### config.mk
export PLATFORM = sky130hd
export DESIGN_NAME = hex_event_counter
export DESIGN_NICKNAME = d
export VERILOG_FILES = /design/src/rtl/hex_event_counter.sv
export SDC_FILE = /design/constraint.sdc
export NUM_CORES = 1
export LEC_CHECK = 0
export ABC_AREA = 1
export BUFFER_PORTS_ARGS = -buffer_cell sky130_fd_sc_hd__buf_4
export CAP_MARGIN = 15
export CORE_MARGIN = 2
export CORE_UTILIZATION = 55
export CTS_CLUSTER_SIZE = 16
export DETAILED_ROUTE_END_ITERATION = 10
export GPL_TIMING_DRIVEN = 0
export PLACE_DENSITY = 0.74
export SLEW_MARGIN = 20
export SYNTH_ARGS = -nofsm -noshare
export SYNTH_HDL_FRONTEND = slang
export SYNTH_SLANG_ARGS = --single-unit
### constraint.sdc
create_clock -name clk_i -period 2.1 [get_ports clk_i]
set_input_delay 0.315 -clock clk_i [delete_from_list [all_inputs] [get_ports clk_i]]
set_output_delay 0.315 -clock clk_i [all_outputs]
set_load 0.02 [all_outputs]
### src/rtl/hex_event_counter.sv
// Debounced pushbutton event counter with configurable step/direction and
// registered 7-segment (active-low gfedcba) hex display output.
//
// state     | meaning
// IDLE      | key released and stable
// PRESS_CHK | key seen low, counting consecutive low samples
// HELD      | press accepted, one event already issued
// REL_CHK   | key seen high, counting consecutive high samples
module hex_event_counter #(
    parameter int DIGITS  = 2,
    parameter int DEB_CYC = 500000,
    parameter int SAT     = 0,
    parameter int BLANK   = 0
) (
    input  logic                  clk_i,
    input  logic                  rstn_i,
    input  logic                  key_i,
    input  logic                  dir_i,
    input  logic [7:0]            step_i,
    input  logic                  clr_i,
    output logic [4*DIGITS-1:0]   count_o,
    output logic [7*DIGITS-1:0]   hex_o,
    output logic                  ovf_o
);

    localparam int CW = 4 * DIGITS;
    localparam int DW = $clog2(DEB_CYC);
    // The sample that leaves IDLE counts as the first, so the terminal count is DEB_CYC-2.
    localparam logic [DW-1:0] DEB_TC = DW'(DEB_CYC - 2);

    typedef enum logic [1:0] {IDLE, PRESS_CHK, HELD, REL_CHK} state_t;

    state_t          r_state;
    state_t          w_state_nxt;
    logic [DW-1:0]   r_deb_cnt;
    logic [DW-1:0]   w_deb_cnt_nxt;
    logic            r_sync1;
    logic            r_sync2;
    logic            w_event;

    logic [CW-1:0]   r_count;
    logic            r_ovf;
    logic [7*DIGITS-1:0] r_hex;

    logic [CW-1:0]   w_step;
    logic [CW:0]     w_sum;
    logic [CW:0]     w_diff;
    logic            w_carry;
    logic [CW-1:0]   w_raw;
    logic [CW-1:0]   w_res;

    function automatic logic [6:0] f_seg(input logic [3:0] n);
        case (n)
            4'h0:    f_seg = 7'b1000000;
            4'h1:    f_seg = 7'b1111001;
            4'h2:    f_seg = 7'b0100100;
            4'h3:    f_seg = 7'b0110000;
            4'h4:    f_seg = 7'b0011001;
            4'h5:    f_seg = 7'b0010010;
            4'h6:    f_seg = 7'b0000010;
            4'h7:    f_seg = 7'b1111000;
            4'h8:    f_seg = 7'b0000000;
            4'h9:    f_seg = 7'b0010000;
            4'hA:    f_seg = 7'b0001000;
            4'hB:    f_seg = 7'b0000011;
            4'hC:    f_seg = 7'b1000110;
            4'hD:    f_seg = 7'b0100001;
            4'hE:    f_seg = 7'b0000110;
            default: f_seg = 7'b0001110;
        endcase
    endfunction

    // Scan from the top digit; blanking stops at the first nonzero nibble.
    function automatic logic [7*DIGITS-1:0] f_hex(input logic [CW-1:0] v);
        logic [7*DIGITS-1:0] hex;
        logic                seen;
        logic [3:0]          nib;
        hex  = '1;
        seen = 1'b0;
        for (int k = DIGITS - 1; k >= 0; k--) begin
            nib = v[4*k +: 4];
            if (nib != 4'h0 || k == 0) seen = 1'b1;
            hex[7*k +: 7] = (BLANK != 0 && !seen) ? 7'b1111111 : f_seg(nib);
        end
        return hex;
    endfunction

    always_ff @(posedge clk_i or negedge rstn_i) begin
        if (!rstn_i) begin
            r_sync1 <= 1'b1;
            r_sync2 <= 1'b1;
        end else begin
            r_sync1 <= key_i;
            r_sync2 <= r_sync1;
        end
    end

    always_ff @(posedge clk_i or negedge rstn_i) begin
        if (!rstn_i) begin
            r_state   <= IDLE;
            r_deb_cnt <= '0;
        end else begin
            r_state   <= w_state_nxt;
            r_deb_cnt <= w_deb_cnt_nxt;
        end
    end

    always_comb begin
        w_state_nxt   = r_state;
        w_deb_cnt_nxt = r_deb_cnt;
        w_event       = 1'b0;
        case (r_state)
            IDLE: begin
                if (!r_sync2) begin
                    w_state_nxt   = PRESS_CHK;
                    w_deb_cnt_nxt = '0;
                end
            end
            PRESS_CHK: begin
                if (r_sync2) begin
                    w_state_nxt = IDLE;
                end else if (r_deb_cnt == DEB_TC) begin
                    w_state_nxt = HELD;
                    w_event     = 1'b1;
                end else begin
                    w_deb_cnt_nxt = r_deb_cnt + 1'b1;
                end
            end
            HELD: begin
                if (r_sync2) begin
                    w_state_nxt   = REL_CHK;
                    w_deb_cnt_nxt = '0;
                end
            end
            REL_CHK: begin
                if (!r_sync2) begin
                    w_state_nxt = HELD;
                end else if (r_deb_cnt == DEB_TC) begin
                    w_state_nxt = IDLE;
                end else begin
                    w_deb_cnt_nxt = r_deb_cnt + 1'b1;
                end
            end
            default: w_state_nxt = IDLE;
        endcase
    end

    assign w_step  = CW'(step_i);
    assign w_sum   = {1'b0, r_count} + {1'b0, w_step};
    assign w_diff  = {1'b0, r_count} - {1'b0, w_step};
    assign w_carry = dir_i ? w_diff[CW] : w_sum[CW];
    assign w_raw   = dir_i ? w_diff[CW-1:0] : w_sum[CW-1:0];
    assign w_res   = (SAT != 0 && w_carry) ? (dir_i ? '0 : '1) : w_raw;

    always_ff @(posedge clk_i or negedge rstn_i) begin
        if (!rstn_i) begin
            r_count <= '0;
            r_ovf   <= 1'b0;
        end else if (clr_i) begin
            r_count <= '0;
            r_ovf   <= 1'b0;
        end else if (w_event) begin
            r_count <= w_res;
            r_ovf   <= w_carry;
        end else begin
            r_ovf   <= 1'b0;
        end
    end

    always_ff @(posedge clk_i or negedge rstn_i) begin
        if (!rstn_i) r_hex <= f_hex('0);
        else         r_hex <= f_hex(r_count);
    end

    assign count_o = r_count;
    assign hex_o   = r_hex;
    assign ovf_o   = r_ovf;

endmodule

---- After elaboration in Yosys (flattened, before gate mapping) ----
Memory sizes are Yosys's and may differ from the RTL's. A register that Yosys moved wholly into a read port is not among the register bits.
Cells that the tools add are included.
word-level totals
  bits in registers ....................... 32
  ROM bits ................................ 224
  memories ................................ 2
memory list
  name              words  width  read ports  clocked after memory_dff  wr ports  RTL line  RTL
  (name not given)  16     7      1           1                         0         53        case (n)
  (name not given)  16     7      1           1                         0         53
cells by class
  $add $sub $neg .......................... 3
  equal/unequal tests ..................... 10
  multiplexer cells ....................... 22
  reduce and logical (&&, ||, !) cells .... 6
operators with widths
  cell                   number
  $mux 19                5
  $pmux 19 s4            1
  $mux 8                 3
  $add 19x1->19 const B  1
  $eq 19x19->1 const B   1
  $mux 2                 6
  $add 8x8->9            1
  $sub 8x8->9            1
  $ne 2x2->1 const B     4
  $pmux 2 s4             1
  $reduce_and 4->1       2
  $mux 1                 6
  $ne 3x3->1 const B     2
  $eq 2x2->1 const B     2
  $eq 2x1->1 const B     1
  $logic_not 1->1        2
  $logic_not 2->1        1
  $reduce_bool 2->1      1

---- Logic depth before layout (Yosys ltp) ----
Gate-level depths: netlist (run 1).
  depth after elaboration ................. 6
  mapped depth ............................ 12

---- Least setup slack after synthesis (run 1) ----
OpenSTA, ideal clock, no wires.
  path type ............................... register to register
  start ................................... reg r_count[0], in the netlist count_o[0]
  end ..................................... reg r_count[6], in the netlist count_o[6]
  library setup time ...................... 0.117 ns
  arrival time ............................ 1.746 ns
  path slack .............................. 0.236 ns
  stages on the path, launching flop included .. 13
  clock period less this slack ............ 1.864 ns
  cell sequence ........................... dfrtp_1 > inv_1 > ha_1 > inv_1 > fa_1 > nand2_1 > nand2_1 > nand2_1 > nand3_1 > nand2_1 > nand2_1 > nand3_1 > nand2_1
on the way
  cells in the longest elaborated chain, start to end .. 4
  elaborated cells between the ends (all ways) .. 5
  those cells by class .................... add/sub: 2; mux: 3
ends and longest elaborated chain
  what                                               RTL line  RTL
  start, declared                                    41        logic [CW-1:0] r_count;
  start signal, assigned                             163       r_count <= w_res;
  $add 8x8->9 / $sub 8x8->9 (equally long branches)  149, 150
  $mux 8 *                                           152       assign w_raw = dir_i ? w_diff[CW-1:0] : w_sum[CW-1:0];
  $mux 8 *                                           162       end else if (w_event) begin
  $mux 8 *                                           159       end else if (clr_i) begin
Every way passes the cells marked *; elsewhere a longest branch is shown, timed or not. The select of a mux whose other input is x is not followed.
A chain may end at the register's enable or synchronous reset.

---- Worst setup path in the final report (run 1) ----
Same ends and word-level chain as after synthesis.

==> results.tsv, run 1 <==
stage	metric	value	unit
die	core area	5886	um^2
clocking	TritonCTS clock tree	yes	
global_route	first-pass GRT wire length	12.79	mm
finish	most common cell after layout, fill and taps aside	nand2_1	
finish	FF/Latch Area	1157	um^2
finish	Filler cells	546	
setup_path	WS Path Type	register to register	
die	# rows	28	
timing	fin. max-slew vios	0	
finish	Final Net Count	541	
clocking	Num Clock Sinks	46	
place	gpl congestion	0.9344	
detailed_routing	violation count after the first detailed-routing iteration	220	
timing	Slew HR	62.00	%
setup_path	crit path to	count_o[6]	
detailed_routing	DRT antenna net count	0	
clocking	H-tree depth	2	
setup_path	crit path capture type	register	
die	Die ar.	6721	um^2
setup_path	CP top delay family	simple AND/OR/NAND/NOR gates	
place	worst slack, placed	90.03	ps
power_and_ir_drop	peak supply drop	0.2756	mV
die	initial core utilization	56.82	%
clocking	clock latency on the worst-skew pair	300	ps
global_route	Total GRT Usage	24.26	%
power_and_ir_drop	Lkg Pwr	1.942	nW
detailed_routing	via count	3121	
timing	RSZ-0062 raised after global routing	no	
finish	diode count	0	
clocking	Worst-path clk slew	90	ps
detailed_routing	drt drc	0	
timing	Final Hold Viols	0	
setup_path	CP cell instances	inv_2 > ha_1 > inv_1 > fa_1 > nand2_1 > nand2_1 > nand2_1 > nand3_1 > nand2_1 > nand2_1 > nand3_1 > nand2_1	
place	final HPWL from detailed placement	5.828	mm
clocking	CTS Buf Count	5	
detailed_routing	DR WL/cell	13.19	um
timing	hold slack	6.701	ps
timing	Final Skew	12.88	ps
setup_path	Crit Reg-Reg Endpoint	count_o[6]	
setup_path	Worst path depth	12	
setup_path	reg2reg path depth	12	
global_route	grt ovf	0	
setup_path	Critical Path Source Type	register	
timing	Fmax	525.2	MHz
place	PortBufs	35	
timing	slew at the pin closest to its max-slew limit	570.0	ps
setup_path	CP max FO	7	
setup_path	FF-to-FF Start	count_o[0]	
setup_path	flop-to-flop setup slack	200	ps
clocking	clock root cell	clkbuf_8	
timing	final period utilization	90.67	%
yosys	Ys Warns	0	
die	die span in y	81.98	um
yosys	syn_area_per_cell	7.367	um^2
detailed_routing	drt total wl	7.547	mm
setup_path	CP Buf/Inv Count	2	
timing	final setup fails	0	
detailed_routing	length of the first detailed-routing pass in iterations	5	
finish	fin util	64.46	%
setup_path	CP most frequent cell	nand2_1	
flow_run	Max Cap Viol	0	
setup_path	Critical Path RT	2280	ps
die	Die Wd	81.98	um
setup_path	Critical Path Slowest Stage Cell	dfrtp_2	
timing	Sum Neg Setup Slack	0	ps
clocking	clock buffer depth	2	
global_route	vias in the first global route	2872	
yosys	cell count after synthesis	454	
die	Top Ports	36	
setup_path	CP peak stage delay	450	ps
finish	Area growth, synth to finish	13.43	%
yosys	Synth cell types	33	
finish	area of the multi-input gates	1894	um^2
setup_path	Critical Path Start	count_o[0]	
timing	clock period minus worst slack	1904	ps
power_and_ir_drop	Power Density	468.6	nW/um^2
yosys	Synth Register Bits	46	
finish	leading cell types in the layout, fill and taps excluded	nand2_1 (124), inv_1 (54), dfrtp_1 (41)	
yosys	sequential area share after synthesis	34.57	%
run_status	status	complete, no violations	
finish	share of cells above drive strength 1	15.09	%
global_route	antenna violations before repair	0	
yosys	Post-Syn Nets	499	
timing	worst setup margin	196.0	ps
setup_path	CP arrival	2090	ps
min_path	worst hold path class	primary input to asynchronous set/reset pin	
detailed_routing	Via-to-Cell Ratio	5.456	
yosys	post-synthesis cell area	3344	um^2
global_route	largest net degree at the start of global routing	47	
-- worst min path at each step --
| stage | startpoint | endpoint | cells after the start |
|---|---|---|---|
| after floorplan | rstn_i | asynchronous set/reset pin | 0 |
| final | rstn_i | r_deb_cnt[2] | 1 |
| after global placement | rstn_i | r_deb_cnt[2] | 1 |
| after global routing | rstn_i | r_deb_cnt[17] | 1 |
| after detailed placement | rstn_i | r_deb_cnt[17] | 1 |
| after CTS | rstn_i | r_deb_cnt[17] | 1 |
-- kinds of logic after synthesis --
logic type,after synthesis,synth area share (%)
AO/OA/AOI/OAI,62,11.75
XOR/XNOR,6,1.571
adder cells (fa/ha/maj),32,12.42
buffers and inverters,71,8.791
flip-flops,46,34.57
AND/OR/NAND/NOR,237,30.90
-- report_power, final --
group / switching (mW) / internal [mW]
Clock: 0.296 / 0.266
Combinational: 0.171 / 0.102
Sequential: 0.0277 / 0.915
Total: 0.495 / 1.28
-- cells in the mapped netlist (all sizes together) --
master | count | area share, %
a21oi | 19 | 2.8
inv | 59 | 6.6
nand4 | 29 | 5.4
o21ai | 32 | 6.1
nand3 | 37 | 5.7
ha | 30 | 11
nand2 | 125 | 14
nor2 | 37 | 4.3
xor2 | 5 | 1.3
buf | 6 | 1.5
dfrtp | 42 | 31
o31ai | 2 | 0.45
clkbuf | 4 | 0.45
o21bai | 3 | 0.67
a32oi | 2 | 0.52
nor3 | 8 | 1.2
fa | 2 | 1.2
xnor2 | 1 | 0.26
clkinv | 2 | 0.22
dfstp | 4 | 3.1
o211ai | 2 | 0.45
o21a | 2 | 0.67
or2 | 1 | 0.19
-- per-layer routing --
layer  vias to the layer above  global-route usage, %  share of wire (%)
li1                       1579                      -                  -
met2                        77                  42.28                 49
met5                         -                      0                  0
met1                      1451                  31.32                 45
met3                        14                  2.967                3.9
met4                         0                  7.500                1.9
-- flip-flops by register name (all words and copies together), names as in the netlist, named ones only --
name / flops
r_deb_cnt: 19
r_sync2: 1
count_o: 8
r_sync1: 1
ovf_o: 1
r_state: 1
hex_o: 14
-- stage by stage --
step	total power, mW	cells	instance area, um^2
4_1_cts	1.787	572	3792
2_1_floorplan	1.131	454	3344
3_3_place_gp	1.228	564	3701
6_report	1.778	572	3794
5_1_grt	1.857	572	3794
3_5_place_dp	1.236	564	3701
-- worst register-to-register path, delay by kind of cell (launching register included) --
kind / cells / cell delay [ps]
buf+inv: 2 / 190
flops: 1 / 450
simple gates: 8 / 610
fa+ha+maj: 2 / 540
-- final cells by class --
cell class                 count  share of cell area (%)
tap                           75                   2.474
inverter                      61                   6.036
timing repair buffer          35                   6.926
clock buffer                   7                   2.276
clock inverter                 1                  0.1319
sequential                    46                   30.51
multi-input combinational    337                   49.93
buffer                        10                   1.715
-- timing repair --
action                     4_1_cts  5_1_grt
setup endpoints to repair        0        2
gates resized for setup          0        2
buffers inserted                 0        0
hold buffers                     0        0
Note: power is estimated with default switching activity, not from simulation.
==> run 2: changes to the inputs <==
--- a/config.mk
+++ b/config.mk
@@ -13,7 +13,7 @@
 export CTS_CLUSTER_SIZE = 16
 export DETAILED_ROUTE_END_ITERATION = 10
 export GPL_TIMING_DRIVEN = 0
-export PLACE_DENSITY = 0.74
+export PLACE_DENSITY = 0.81
 export SLEW_MARGIN = 20
 export SYNTH_ARGS = -nofsm -noshare
 export SYNTH_HDL_FRONTEND = slang
==> results.tsv, run 2 (synthesis gave the netlist of run 1 again) <==
stage	metric	value	unit
setup_path	CP max FO	7	
die	Die ar.	6721	um^2
timing	Final Skew	6.461	ps
global_route	Total GRT Usage	24.51	%
power_and_ir_drop	Lkg Pwr	1.947	nW
die	core area	5886	um^2
setup_path	CP peak stage delay	460	ps
finish	share of cells above drive strength 1	14.89	%
clocking	clock latency on the worst-skew pair	300	ps
finish	Final Net Count	541	
die	initial core utilization	56.82	%
timing	Final Hold Viols	7	
global_route	largest net degree at the start of global routing	47	
detailed_routing	drt total wl	7.545	mm
finish	Area growth, synth to finish	13.95	%
timing	final setup fails	0	
min_path	worst hold path class	primary input to asynchronous set/reset pin	
timing	Fmax	508.5	MHz
detailed_routing	violation count after the first detailed-routing iteration	221	
place	PortBufs	35	
timing	slew at the pin closest to its max-slew limit	574.1	ps
power_and_ir_drop	Power Density	494.3	nW/um^2
finish	leading cell types in the layout, fill and taps excluded	nand2_1 (124), inv_1 (54), dfrtp_1 (42)	
setup_path	WS Path Type	register to register	
clocking	Num Clock Sinks	46	
setup_path	Critical Path RT	2290	ps
run_status	failing checks	hold timing	
timing	fin. max-slew vios	0	
detailed_routing	length of the first detailed-routing pass in iterations	5	
clocking	clock buffer depth	2	
detailed_routing	via count	3147	
die	Die Wd	81.98	um
global_route	first-pass GRT wire length	12.85	mm
global_route	antenna violations before repair	0	
place	gpl congestion	0.9468	
finish	diode count	0	
die	Top Ports	36	
setup_path	CP most frequent cell	nand2_1	
detailed_routing	Via-to-Cell Ratio	5.502	
finish	most common cell after layout, fill and taps aside	nand2_1	
timing	RSZ-0062 raised after global routing	no	
die	die span in y	81.98	um
run_status	status	finished, violations left	
clocking	clock root cell	clkbuf_8	
place	final HPWL from detailed placement	5.700	mm
timing	hold slack	-6.909	ps
finish	Largest register FFs	19	
setup_path	crit path capture type	register	
timing	Sum Neg Setup Slack	0	ps
detailed_routing	DRT antenna net count	0	
finish	Final Instance Area	3811	um^2
finish	Filler cells	500	
global_route	vias in the first global route	2968	
clocking	CTS Buf Count	5	
setup_path	Critical Path Slowest Stage Cell	dfrtp_1	
detailed_routing	drt drc	0	
flow_run	Max Cap Viol	0	
global_route	grt ovf	0	
clocking	H-tree depth	2	
clocking	TritonCTS clock tree	yes	
setup_path	Critical Path Source Type	register	
setup_path	CP cell instances	inv_2 > ha_1 > inv_1 > fa_1 > nand2_1 > nand2_1 > nand2_1 > nand3_1 > nand2_1 > nand2_1 > nand3_1 > nand2_1	
timing	clock period minus worst slack	1967	ps
detailed_routing	DR WL/cell	13.19	um
setup_path	CP arrival	2160	ps
power_and_ir_drop	peak supply drop	0.3018	mV
finish	largest register by flop count	r_deb_cnt	
clocking	number of hold buffers added after CTS	0	
clocking	Worst-path clk slew	90	ps
timing	final period utilization	93.65	%
place	Placement Cell Area	3701	um^2
timing	Slew HR	61.73	%
die	# rows	28	
power_and_ir_drop	Pwr Total	1.884	mW
[run 2: changes by cell type in the layout (fill, tap and decap cells not counted)]
| cell | before | now |
|---|---|---|
| dfrtp_1 | 41 | 42 |
| bufinv_16 | 0 | 1 |
| clkinv_2 | 1 | 0 |
| clkbuf_8 | 6 | 5 |
| clkinvlp_4 | 0 | 1 |
| dfrtp_2 | 1 | 0 |
[run 2: critical path, delay by kind of cell, from the launching register on]
family | cells | cell delay, ps
flip-flops | 1 | 460
AND/OR/NAND/NOR | 8 | 640
adder cells (fa/ha/maj) | 2 | 560
buffers and inverters | 2 | 210
[run 2: repair_timing]
item / 4_1_cts / 5_1_grt
gates resized for setup: 0 / 1
buffers inserted: 0 / 0
setup endpoints to repair: 0 / 1
[run 2: layout make-up]
class	count	area (um^2)	share of cell area [%]
Buffer	10	65.06	1.707
Clock buffer	6	72.57	1.904
Clock inverter	2	37.54	0.9849
Inverter	61	229.0	6.008
Multi-Input combinational cell	337	1894	49.70
Sequential cell	46	1156	30.33
Tap cell	75	93.84	2.462
Timing Repair Buffer	35	262.8	6.894
[run 2: path summary, 6_finish.rpt]
kind                            startpoint      endpoint  slack [ps]  cells after the start
min in group clk_i                   key_i       r_sync1         130                      1
worst min-delay path                rstn_i  r_deb_cnt[8]          -7                      1
worst max register to register  count_o[0]    count_o[6]         130                     12
worst min register to register     r_sync1       r_sync2         360                      0
max in group asynchronous           rstn_i     hex_o[13]        1700                      1
worst max-delay path            count_o[0]    count_o[6]         130                     12
[run 2: stage by stage]
stage               setup slack (ps)  utilization (%)  cells
floorplan                      236.2                -    454
global placement               119.2            62.88    564
detailed placement             82.03            62.88    564
CTS                            63.01            64.75    572
global route                   21.91            64.75    572
finish                         133.3            64.75    572
[run 2: routing by layer]
| metal | global-route usage, % | share of wire (%) | routed length (um) |
|---|---|---|---|
| met5 | 0 | 0 | 0 |
| met4 | 10.17 | 2.8 | 208 |
| met3 | 4.066 | 4.5 | 339 |
| met2 | 42.68 | 49 | 3689 |
| met1 | 29.94 | 44 | 3308 |
[run 2: report_power, final]
group	total (mW)	internal, mW	switching (mW)
Sequential	0.942	0.915	0.0274
Combinational	0.276	0.103	0.173
Clock	0.666	0.355	0.310
==> run 3: changes to the inputs <==
==> constraint.sdc (replaced) <==
create_clock -name clk_i -period 2.3 [get_ports clk_i]
set_input_delay 0.345 -clock clk_i [delete_from_list [all_inputs] [get_ports clk_i]]
set_output_delay 0.345 -clock clk_i [all_outputs]
set_load 0.02 [all_outputs]
==> results.tsv, run 3 (synthesis gave the netlist of run 1 again) <==
stage	metric	value	unit
setup_path	Crit Reg-Reg Endpoint	count_o[6]	
power_and_ir_drop	Lkg Pwr	1.947	nW
clocking	TritonCTS clock tree	yes	
place	gpl congestion	0.9468	
min_path	worst hold path class	primary input to asynchronous set/reset pin	
detailed_routing	drt drc	0	
setup_path	CP max FO	7	
die	# rows	28	
die	Die ar.	6721	um^2
timing	RSZ-0062 raised after global routing	no	
setup_path	FF-to-FF Start	count_o[0]	
detailed_routing	via count	3155	
clocking	H-tree depth	2	
detailed_routing	Routed met3 length	397	um
power_and_ir_drop	Pwr Total	1.721	mW
die	Top Ports	36	
setup_path	Critical Path Source Type	register	
place	final HPWL from detailed placement	5.700	mm
flow_run	Max Cap Viol	0	
setup_path	Critical Path RT	2500	ps
die	core area	5886	um^2
finish	Filler cells	500	
timing	Fmax	488.7	MHz
finish	Largest register FFs	19	
timing	fin. max-slew vios	0	
finish	leading cell types in the layout, fill and taps excluded	nand2_1 (124), inv_1 (55), dfrtp_1 (42)	
finish	Final Net Count	541	
setup_path	CP arrival	2240	ps
clocking	clock buffer depth	2	
clocking	Post-CTS Setup Bufs	0	
detailed_routing	met2 wire length	3.664	mm
clocking	clock latency on the worst-skew pair	300	ps
clocking	clock root cell	clkbuf_8	
die	initial core utilization	56.82	%
timing	Final Skew	6.964	ps
global_route	vias in the first global route	2968	
clocking	Worst-path clk slew	90	ps
clocking	number of hold buffers added after CTS	0	
run_status	status	complete, no violations	
timing	slew at the pin closest to its max-slew limit	574.5	ps
global_route	antenna violations before repair	0	
power_and_ir_drop	peak supply drop	0.2756	mV
setup_path	reg2reg path depth	12	
clocking	PostCTS Resize Cnt	0	
timing	Slew HR	61.70	%
detailed_routing	drt total wl	7.528	mm
die	die span in y	81.98	um
detailed_routing	violation count after the first detailed-routing iteration	220	
detailed_routing	DR WL/cell	13.16	um
finish	diode count	0	
timing	Sum Neg Setup Slack	0	ps
clocking	Num Clock Sinks	46	
detailed_routing	Via-to-Cell Ratio	5.516	
timing	Final Hold Viols	0	
global_route	Total GRT Usage	24.51	%
detailed_routing	DRT antenna net count	0	
global_route	grt ovf	0	
finish	share of cells above drive strength 1	14.69	%
power_and_ir_drop	Power Density	451.5	nW/um^2
setup_path	flop-to-flop setup slack	250	ps
finish	Area growth, synth to finish	13.95	%
detailed_routing	Met1 Wirelength	3.264	mm
setup_path	WS Path Type	register to register	
timing	clock period minus worst slack	2046	ps
place	PortBufs	35	
global_route	largest net degree at the start of global routing	47	
timing	final period utilization	88.96	%
global_route	first-pass GRT wire length	12.85	mm
finish	most common cell after layout, fill and taps aside	nand2_1	
finish	largest register by flop count	r_deb_cnt	
timing	final setup fails	0	
setup_path	crit path capture type	register	
clocking	CTS Buf Count	5	
detailed_routing	highest routed layer	met4	
detailed_routing	length of the first detailed-routing pass in iterations	5	
die	Die Wd	81.98	um
run 3: report_power, final:
part           leakage [nW]  internal [mW]  switching, mW
clock network        0.0514          0.324          0.285
registers             0.621          0.835         0.0247
logic                  1.27         0.0935          0.158
run 3: final cells by class:
cell class	instances	area, um^2	area share (%)
buffer	10	65.06	1.707
clock buffer	6	72.57	1.904
clock inverter	2	37.54	0.9849
inverter	61	229.0	6.008
multi-input combinational	337	1894	49.70
sequential	46	1156	30.33
tap	75	93.84	2.462
timing repair buffer	35	262.8	6.894
run 3: worst max-delay path: stages (launching register included):
cell,delay (ps)
dfrtp_1,450
inv_1,210
ha_1,200
inv_1,60
fa_1,390
nand2_1,90
nand2_1,100
nand2_1,80
nand3_1,80
nand2_1,90
nand2_1,50
nand3_1,90
nand2_1,60
run 3: worst max path at each step:
stage | endpoint | from | slack, ps
floorplan | count_o[6] | count_o[0] | 440
global placement | count_o[6] | count_o[0] | 320
detailed placement | count_o[6] | count_o[0] | 280
CTS | count_o[6] | count_o[0] | 260
global route | count_o[6] | count_o[0] | 130
finish | count_o[6] | count_o[0] | 250
run 3: per-stage QoR:
| step | setup slack [ps] | area, um^2 | hold WS, ps | util [%] | cells |
|---|---|---|---|---|---|
| after detailed placement | 282.0 | 3701 | 349.5 | 62.88 | 564 |
| after CTS | 263.0 | 3811 | 56.07 | 64.75 | 572 |
| after global placement | 319.2 | 3701 | 348.4 | 62.88 | 564 |
| after global routing | 127.0 | 3811 | 87.77 | 64.75 | 572 |
| after floorplan | 436.2 | 3344 | 49.41 | - | 454 |
| final | 253.9 | 3811 | 20.68 | 64.75 | 572 |
run 3: metal layers:
layer | up-vias | track usage (%)
li1 | 1575 | -
met4 | 0 | 10.17
met1 | 1453 | 29.94
met3 | 20 | 4.066
met2 | 107 | 42.68
met5 | - | 0
